<file path="src/rtl/ifetch_page_walker.sv">
// ifetch_page_walker
//
// Turns one fetch PC into a short walk of line-aligned fetch addresses. The
// walk stays inside the PC's page. With translation enabled, the virtual page
// is looked up once through the TLB request/response ports. The walk then
// issues up to BURST lines, or runs to the page end when BURST is 0. The walk
// also ends at the page end whatever BURST says.
//
// Ports
//   clk, rst           clock, synchronous active-high reset
//   req_valid/req_pc   new fetch PC offered; req_ready accepts it (IDLE only)
//   flush              abort the walk in progress
//   tlb_req_*          page lookup request (vpn), valid/ready handshake
//   tlb_rsp_*          lookup result: ppn or fault
//   iss_*              line-aligned VA/PA per fetch line, valid/ready;
//                      iss_first marks the first line of a request
//   fault, fault_va    one-cycle fault pulse; the faulting VA stays held
//   page_end           pulses with the handshake of the last line of a page
//   busy               walker is not idle
module ifetch_page_walker #(
    parameter int VA_W       = 32,
    parameter int PA_W       = 32,
    parameter int PAGE_SHIFT = 12,
    parameter int LINE_SHIFT = 4,
    parameter int BURST      = 4,
    parameter int XLATE_EN   = 1
) (
    input  logic                       clk,
    input  logic                       rst,
    input  logic                       req_valid,
    input  logic [VA_W-1:0]            req_pc,
    output logic                       req_ready,
    input  logic                       flush,
    output logic                       tlb_req_valid,
    output logic [VA_W-PAGE_SHIFT-1:0] tlb_req_vpn,
    input  logic                       tlb_req_ready,
    input  logic                       tlb_rsp_valid,
    input  logic [PA_W-PAGE_SHIFT-1:0] tlb_rsp_ppn,
    input  logic                       tlb_rsp_fault,
    output logic                       iss_valid,
    output logic [VA_W-1:0]            iss_va,
    output logic [PA_W-1:0]            iss_pa,
    output logic                       iss_first,
    input  logic                       iss_ready,
    output logic                       fault,
    output logic [VA_W-1:0]            fault_va,
    output logic                       page_end,
    output logic                       busy
);

    // The counter must reach 2^(PAGE_SHIFT-LINE_SHIFT) after the last line of a full page.
    localparam int CNT_W = PAGE_SHIFT - LINE_SHIFT + 1;
    localparam logic [VA_W-1:0] LINE_BYTES = {{(VA_W-1){1'b0}}, 1'b1} << LINE_SHIFT;

    typedef enum logic [2:0] {
        IDLE  = 3'd0,
        TREQ  = 3'd1,
        TWAIT = 3'd2,
        ISSUE = 3'd3,
        HOLD  = 3'd4
    } state_t;

    state_t                     state;
    state_t                     state_nxt;
    logic [VA_W-1:0]            cur_va;
    logic [CNT_W-1:0]           cnt;
    logic [PA_W-PAGE_SHIFT-1:0] ppn;
    logic                       fault_q;

    logic accept;
    logic iss_hs;
    logic last_line;
    logic burst_done;
    logic rsp_take;

    assign accept     = req_valid & req_ready;
    assign iss_hs     = iss_valid & iss_ready;
    assign last_line  = &cur_va[PAGE_SHIFT-1:LINE_SHIFT];
    assign burst_done = (BURST != 0) && ((int'(cnt) + 1) == BURST);
    // A response that arrives together with a flush is consumed and dropped.
    assign rsp_take   = (state == TWAIT) & tlb_rsp_valid & ~flush;

    assign tlb_req_vpn = cur_va[VA_W-1:PAGE_SHIFT];
    assign iss_va      = cur_va;
    assign fault       = fault_q;

    generate
        if (XLATE_EN != 0) begin : g_xlate
            assign iss_pa = {ppn, cur_va[PAGE_SHIFT-1:0]};
        end else begin : g_flat
            assign iss_pa = PA_W'(cur_va);
            logic unused_ppn;
            assign unused_ppn = ^ppn;
        end
    endgenerate

    // The low PC bits are discarded because the walk works in whole lines.
    logic unused_pc_lo;
    assign unused_pc_lo = ^req_pc[LINE_SHIFT-1:0];

    always_ff @(posedge clk) begin : p_state
        if (rst) begin
            state <= IDLE;
        end else begin
            state <= state_nxt;
        end
    end

    always_ff @(posedge clk) begin : p_data
        if (rst) begin
            cur_va   <= '0;
            cnt      <= '0;
            ppn      <= '0;
            fault_va <= '0;
            fault_q  <= 1'b0;
        end else begin
            fault_q <= 1'b0;
            if (accept) begin
                cur_va <= {req_pc[VA_W-1:LINE_SHIFT], {LINE_SHIFT{1'b0}}};
                cnt    <= '0;
            end else if (iss_hs) begin
                // Handshakes in a flush cycle still count as delivered.
                cur_va <= cur_va + LINE_BYTES;
                cnt    <= cnt + 1'b1;
            end
            if (rsp_take && !tlb_rsp_fault) begin
                ppn <= tlb_rsp_ppn;
            end
            if (rsp_take && tlb_rsp_fault) begin
                fault_q  <= 1'b1;
                fault_va <= cur_va;
            end
        end
    end

    always_comb begin : p_next
        state_nxt = state;
        case (state)
            IDLE: begin
                if (accept) begin
                    state_nxt = (XLATE_EN != 0) ? TREQ : ISSUE;
                end
            end
            TREQ: begin
                // A lookup accepted in the flush cycle still has a response in flight.
                if (flush) begin
                    state_nxt = tlb_req_ready ? HOLD : IDLE;
                end else if (tlb_req_ready) begin
                    state_nxt = TWAIT;
                end
            end
            TWAIT: begin
                if (tlb_rsp_valid) begin
                    state_nxt = (flush || tlb_rsp_fault) ? IDLE : ISSUE;
                end else if (flush) begin
                    state_nxt = HOLD;
                end
            end
            ISSUE: begin
                if (flush) begin
                    state_nxt = IDLE;
                end else if (iss_hs && (last_line || burst_done)) begin
                    state_nxt = IDLE;
                end
            end
            HOLD: begin
                if (tlb_rsp_valid) begin
                    state_nxt = IDLE;
                end
            end
            default: state_nxt = IDLE;
        endcase
    end

    always_comb begin : p_out
        req_ready     = 1'b0;
        busy          = 1'b1;
        tlb_req_valid = 1'b0;
        iss_valid     = 1'b0;
        iss_first     = 1'b0;
        page_end      = 1'b0;
        case (state)
            IDLE: begin
                busy      = 1'b0;
                req_ready = ~flush;
            end
            TREQ: begin
                tlb_req_valid = (XLATE_EN != 0);
            end
            ISSUE: begin
                iss_valid = 1'b1;
                iss_first = (cnt == '0);
                page_end  = iss_ready & last_line;
            end
            default: ;
        endcase
    end

endmodule
</file>
<file path="config.mk">
export PLATFORM = sky130hd
export DESIGN_NAME = ifetch_page_walker
export DESIGN_NICKNAME = d
export VERILOG_FILES = /design/src/rtl/ifetch_page_walker.sv
export SDC_FILE = /design/constraint.sdc
export NUM_CORES = 1
export LEC_CHECK = 0
export CAP_MARGIN = 20
export CORE_ASPECT_RATIO = 1.75
export CORE_MARGIN = 1
export CORE_UTILIZATION = 42
export DETAILED_ROUTE_END_ITERATION = 8
export PLACE_DENSITY = 0.8
export SLEW_MARGIN = 20
export SYNTH_ARGS = -nofsm -noshare
export SYNTH_HDL_FRONTEND = slang
export SYNTH_SLANG_ARGS = --single-unit
</file>
<file path="constraint.sdc">
create_clock -name clk -period 2.7 [get_ports clk]
set_input_delay 0.405 -clock clk [delete_from_list [all_inputs] [get_ports clk]]
set_output_delay 0.405 -clock clk [all_outputs]
set_load 0.01 [all_outputs]
</file>
# Yosys cells after proc, flatten, opt, wreduce, memory -nomap -nowiden
# Index checks and enable logic that the tools add are counted.
[op_classes] add_sub_neg=3 n_eq_ne=10 mux=20 bitwise_logic=6 reduce_logical=12
[op_table] operator="two-way mux 32 bit" n=2
[op_table] operator="adder 32 x 5 -> 32 bit, second input constant" n=1
[op_table] operator="two-way mux 3 bit" n=9
[op_table] operator="one-hot mux 3 bit (5 select lines)" n=1
[op_table] operator="adder 9 x 1 -> 10 bit, second input constant" n=1
[op_table] operator="equality test 10 x 3 -> 1 bit, second input constant" n=1
[op_table] operator="adder 9 x 1 -> 9 bit, second input constant" n=1
[op_table] operator="zero test 9 bit" n=1
[op_table] operator="inequality test 3 bit, second input constant" n=3
[op_table] operator="AND reduction 8 bit" n=1
[op_table] operator="two-way mux 1 bit" n=7
[op_table] operator="equality test 3 x 2 -> 1 bit, second input constant" n=2
[op_table] operator="AND 1 bit" n=5
[op_table] operator="AND reduction 5 bit" n=1
[op_table] operator="inequality test 2 bit, second input constant" n=2
[op_table] operator="equality test 3 x 1 -> 1 bit, second input constant" n=1
[op_table] operator="equality test 3 bit, second input constant" n=1
[op_table] operator="logical AND 1 bit" n=3
[op_table] operator="zero test 3 bit" n=1
[op_table] operator="logical OR 1 bit" n=2
[op_table] operator="two-way mux 2 bit" n=1
[op_table] operator="nonzero test 2 bit" n=1
[op_table] operator="OR reduction 2 bit" n=1
[op_table] operator="zero test 1 bit" n=1
[op_table] operator="NOT 1 bit" n=1
[totals] regBits=97 in_bits=60 out_inout_bits=123 word_cells=58

# Longest topological paths before layout
[logic_depth] word_depth=7 mapped_depth=7 ltp_nobuf=6

# Least setup slack after synthesis
# OpenSTA, ideal clock, no wires.
[synth_timing] path_kind="reg2reg" startpoint="reg cur_va[4] (netlist: iss_va[4])" endpoint="reg state[0]" setup_time_ns=0.121 arrival_ns=1.872 t_required_ns=2.579 setup_slack_ns=0.707 stages_incl_launch_ff=7 n_path_buf=0 synth_period_minus_slack_ns=1.993 path_cell_list="dfxtp_1 -> ha_1 -> nand2_1 -> or2_2 -> a221oi_1 -> o21ba_2 -> mux2_2"
[synth_between] elab_chain_len=5
[synth_lines] item="start, declared" line_no="65" rtl="logic [VA_W-1:0] cur_va;"
[synth_lines] item="start signal, assigned" line_no="119" rtl="cur_va <= {req_pc[VA_W-1:LINE_SHIFT], {LINE_SHIFT{1'b0}}};"
[synth_lines] item="start signal, assigned" line_no="123" rtl="cur_va <= cur_va + LINE_BYTES;"
[synth_lines] item="AND reduction 8 bit" line_no="78" rtl="assign last_line = &cur_va[PAGE_SHIFT-1:LINE_SHIFT];"
[synth_lines] item="logical OR 1 bit" line_no="162" rtl="end else if (iss_hs && (last_line || burst_done)) begin"
[synth_lines] item="logical AND 1 bit" line_no="162"
[synth_lines] item="inequality test 3 bit (no line)"
[synth_lines] item="AND reduction 5 bit (no line)"
[synth_lines] item="end signal, assigned" line_no="105" rtl="state <= state_nxt;"
[synth_lines] item="end, declared" line_no="63" rtl="state_t state;"
# No other way between the ends.
# A chain may end at the register's enable or synchronous reset.

# Final worst setup path
[layout_timing] startpoint="in iss_ready" endpoint="out page_end"
[layout_between] elab_chain_len=2
[layout_lines] item="start, declared" line_no="44" rtl="input logic iss_ready,"
[layout_lines] item="AND 1 bit" line_no="193" rtl="page_end = iss_ready & last_line;"
[layout_lines] item="two-way mux 1 bit" line_no="182" rtl="case (state)"
[layout_lines] item="end, declared" line_no="47" rtl="output logic page_end,"
# No other way between the ends.

==> results_dict.tcl <==
set metrics [dict create \
    whs_path_depth 2 \
    layout.nets 729 \
    ir_drop_mv 0.356 \
    clock-sinks 89 \
    placementRows 48 \
    cap_violations 0 \
    route.detailed.drc 1 \
    die_h_um 134 \
    worstSetupStartpointType "input pin" \
    hold_start "fault_va[22]" \
    hold_path.class "reg2reg" \
    core_um2 9790 \
    vias_per_cell 5.23 \
    wl_um 11900 \
    grt_max_degree 45 \
    synth-edff-count 0 \
    pin_count 183 \
    cts_tree "done" \
    yosys.area_share.simple 0.256 \
    clock-root-buffer "clkbuf_16" \
    h-tree-depth 3 \
    cp.buffers_inverters 2 \
    final_layout_size_suffix_gt1_frac 0.0643 \
    synth_xor_area_frac 0.0521 \
    rsz0062_at_grt "false" \
    worst_pin_slew_ns 0.518 \
    place_area_um2 5790 \
    status "complete, but fails checks" \
    async_flop_share 0 \
    synth-compound-area-share 0.149 \
    cp_top_family "buffers and inverters" \
    layout_common_cells "clkdlybuf4s50_1 (165), nand2_1 (118), dfxtp_1 (87)" \
    overflow 0 \
    worst-endpoint-required_ns 2.30 \
    drt-initial-drc-count 218 \
    die_w_um 77.6 \
    antenna_found_initial 0 \
    seq_area_frac_synth 0.424 \
    grt_pass1_wl_um 18800 \
    layout_commonest_cell "clkdlybuf4s50_1" \
    synth_top_family_by_area "simple AND/OR/NAND/NOR gates" \
    timing.setup.tns_ns 0 \
    max_slew_margin 0.652 \
    area_growth_pct 44.5 \
    place_congestion 0.864 \
    cpMostUsedCell "clkdlybuf4s50_1" \
    crit_fanout 3 \
    utilization 0.621 \
    synth_ff_type "dfxtp_1" \
    ant_nets 0 \
    firstDrtPassIters 6 \
    crit_path_cell_trace "clkdlybuf4s50_1 -> nand4b_4 -> nor3_1 -> and2_1 -> clkdlybuf4s50_1" \
    crit_type "in2out" \
    p_leak_uw 0.00213 \
    skew_ns 0.00556 \
    synth.avg_cell_area_um2 7.93 \
    synth_cell_types 47 \
    cts.path.max_buffers 2 \
    hold_buffers 0 \
    io_buffers 166 \
    syn_area_um2 4200 \
    diodes 0 \
    setup_viol 0 \
    period_share 0.942 \
    synth_mux_area_frac 0.00268 \
    whs_ns 0.451 \
    r2r_slack_ns 0.60 \
    syn_inst 530 \
    stdcell_area_um2 6070 \
    crit_arrival_ns 2.14 \
    r2r_start "iss_va[8]" \
    maxSlewViolCount 0 \
    clk_pin_slew_ns 0.06 \
    finalHoldViolCount 0 \
    violations "DRC" \
    numCtsBuffers 9 \
    ys_seq_elements 89 \
    critPathCaptureType "output port" \
    timing.fmax_mhz 393 \
    grt_usage 0.230 \
    worst-r2r-cell-count 5 \
    worstHoldEndpoint "fault_va[22]" \
    cp_slowest_cell "clkdlybuf4s50_1" \
    place_ws_ns 0.143 \
    fin_ws_ns 0.155 \
    yosys_warnings 0 \
    slowest_delay_ns 0.57 \
    grt_pass1_vias 3814 \
    dieArea_um2 10400 \
    period_needed_ns 2.54 \
    r2r_end "state[0]" \
    clk_latency_ns 0.35 \
    initial_core_util 0.429 \
    post-dp-hpwl_um 8770 \
    p_per_area_nw_per_um2 596 \
    routedWlPerCell_um 15.0 \
    vias 4155 \
    synth_fa_ha_area_frac 0.00893 \
]
Yosys cell counts (2+ instances only):
library cell,count,area share
nand2b_1,3,0.0045
nor4_1,4,0.0060
nand2_1,118,0.11
and2_1,3,0.0045
a311oi_1,3,0.0063
clkbuf_1,23,0.021
a31oi_1,2,0.0030
a211oi_1,21,0.037
xnor2_1,6,0.012
or4_1,3,0.0054
nor2b_1,2,0.0030
ha_1,3,0.0089
and4_1,4,0.0083
nor2_1,47,0.042
a21oi_1,58,0.069
or2_2,2,0.0030
nor3b_1,2,0.0036
buf_4,40,0.071
o21ai_0,4,0.0048
dfxtp_1,89,0.42
a221oi_1,2,0.0042
inv_1,7,0.0063
nand3_1,14,0.017
nand4_1,16,0.024
a2111oi_0,2,0.0042
buf_2,7,0.0083
xor2_1,19,0.040
nor3_1,7,0.0083
metrics by stage:
step	total power [uW]	cells
after global placement	2400	780
after CTS	3640	794
after floorplan	2010	541
after detailed placement	2420	780
final	3620	794
after global routing	3770	794
layout make-up:
class	count	area [um^2]
inverters	7	26.3
repair buffers	184	1800
fillers	832	3710
multi-input cells	375	2020
well taps	125	156
flip-flops and latches	89	1780
clock buffers	11	243
clock inverters	3	42.5
how the worst max path moves through the flow:
stage | start | endpoint | slack [ns] | cells past startpoint
floorplan | iss_va[4] | state[0] | 0.71 | 6
global placement | iss_ready | page_end | 0.15 | 5
detailed placement | iss_ready | page_end | 0.14 | 5
CTS | state[1] | page_end | 0.1 | 4
global route | iss_va[8] | page_end | 0.008 | 4
finish | iss_ready | page_end | 0.16 | 5
flip-flops by register name, indices dropped and copies added, names as in the netlist:
register and cells:
cnt 9, state 3, ppn 20, fault_va 28, iss_va 28, fault 1
routing by layer:
metal / GRT usage / wire length (um) / up-vias / part of all wire
met5: 0 / 0 / - / 0
met4: 0.105 / 366 / 0 / 0.031
met3: 0.0381 / 556 / 23 / 0.047
met2: 0.435 / 6650 / 142 / 0.56
met1: 0.243 / 4360 / 1955 / 0.37
li1: - / - / 2035 / -
report_power, final:
part | switching, uW | leakage, uW | internal, uW
clock | 499 | 0.000137 | 730
sequential | 142 | 0.000722 | 1400
combinational | 368 | 0.00127 | 484
total | 1010 | 0.00213 | 2610
tightest hold or removal path, delay by kind of cell (launching register included):
family             cells  cell delay, ns
AOI/OAI and AO/OA      1            0.05
and+or+nand+nor        1            0.05
DFF                    1            0.31
logic make-up (layout without fill, tap and decap cells):
family,Yosys count,after routing
AO/OA/AOI/OAI,102,102
XOR/XNOR,25,25
adder cells (fa/ha/maj),3,3
buffers and inverters,77,205
flip-flops,89,89
multiplexers,1,1
other,1,12
AND/OR/NAND/NOR,232,232
what timing repair did:
action | in CTS | in global routing
hold endpoints to repair | 0 | 0
buffers inserted | 0 | 0
endpoints found under the setup margin | 0 | 1
resized for setup | 0 | 2
(Power assumes the default switching activity.)
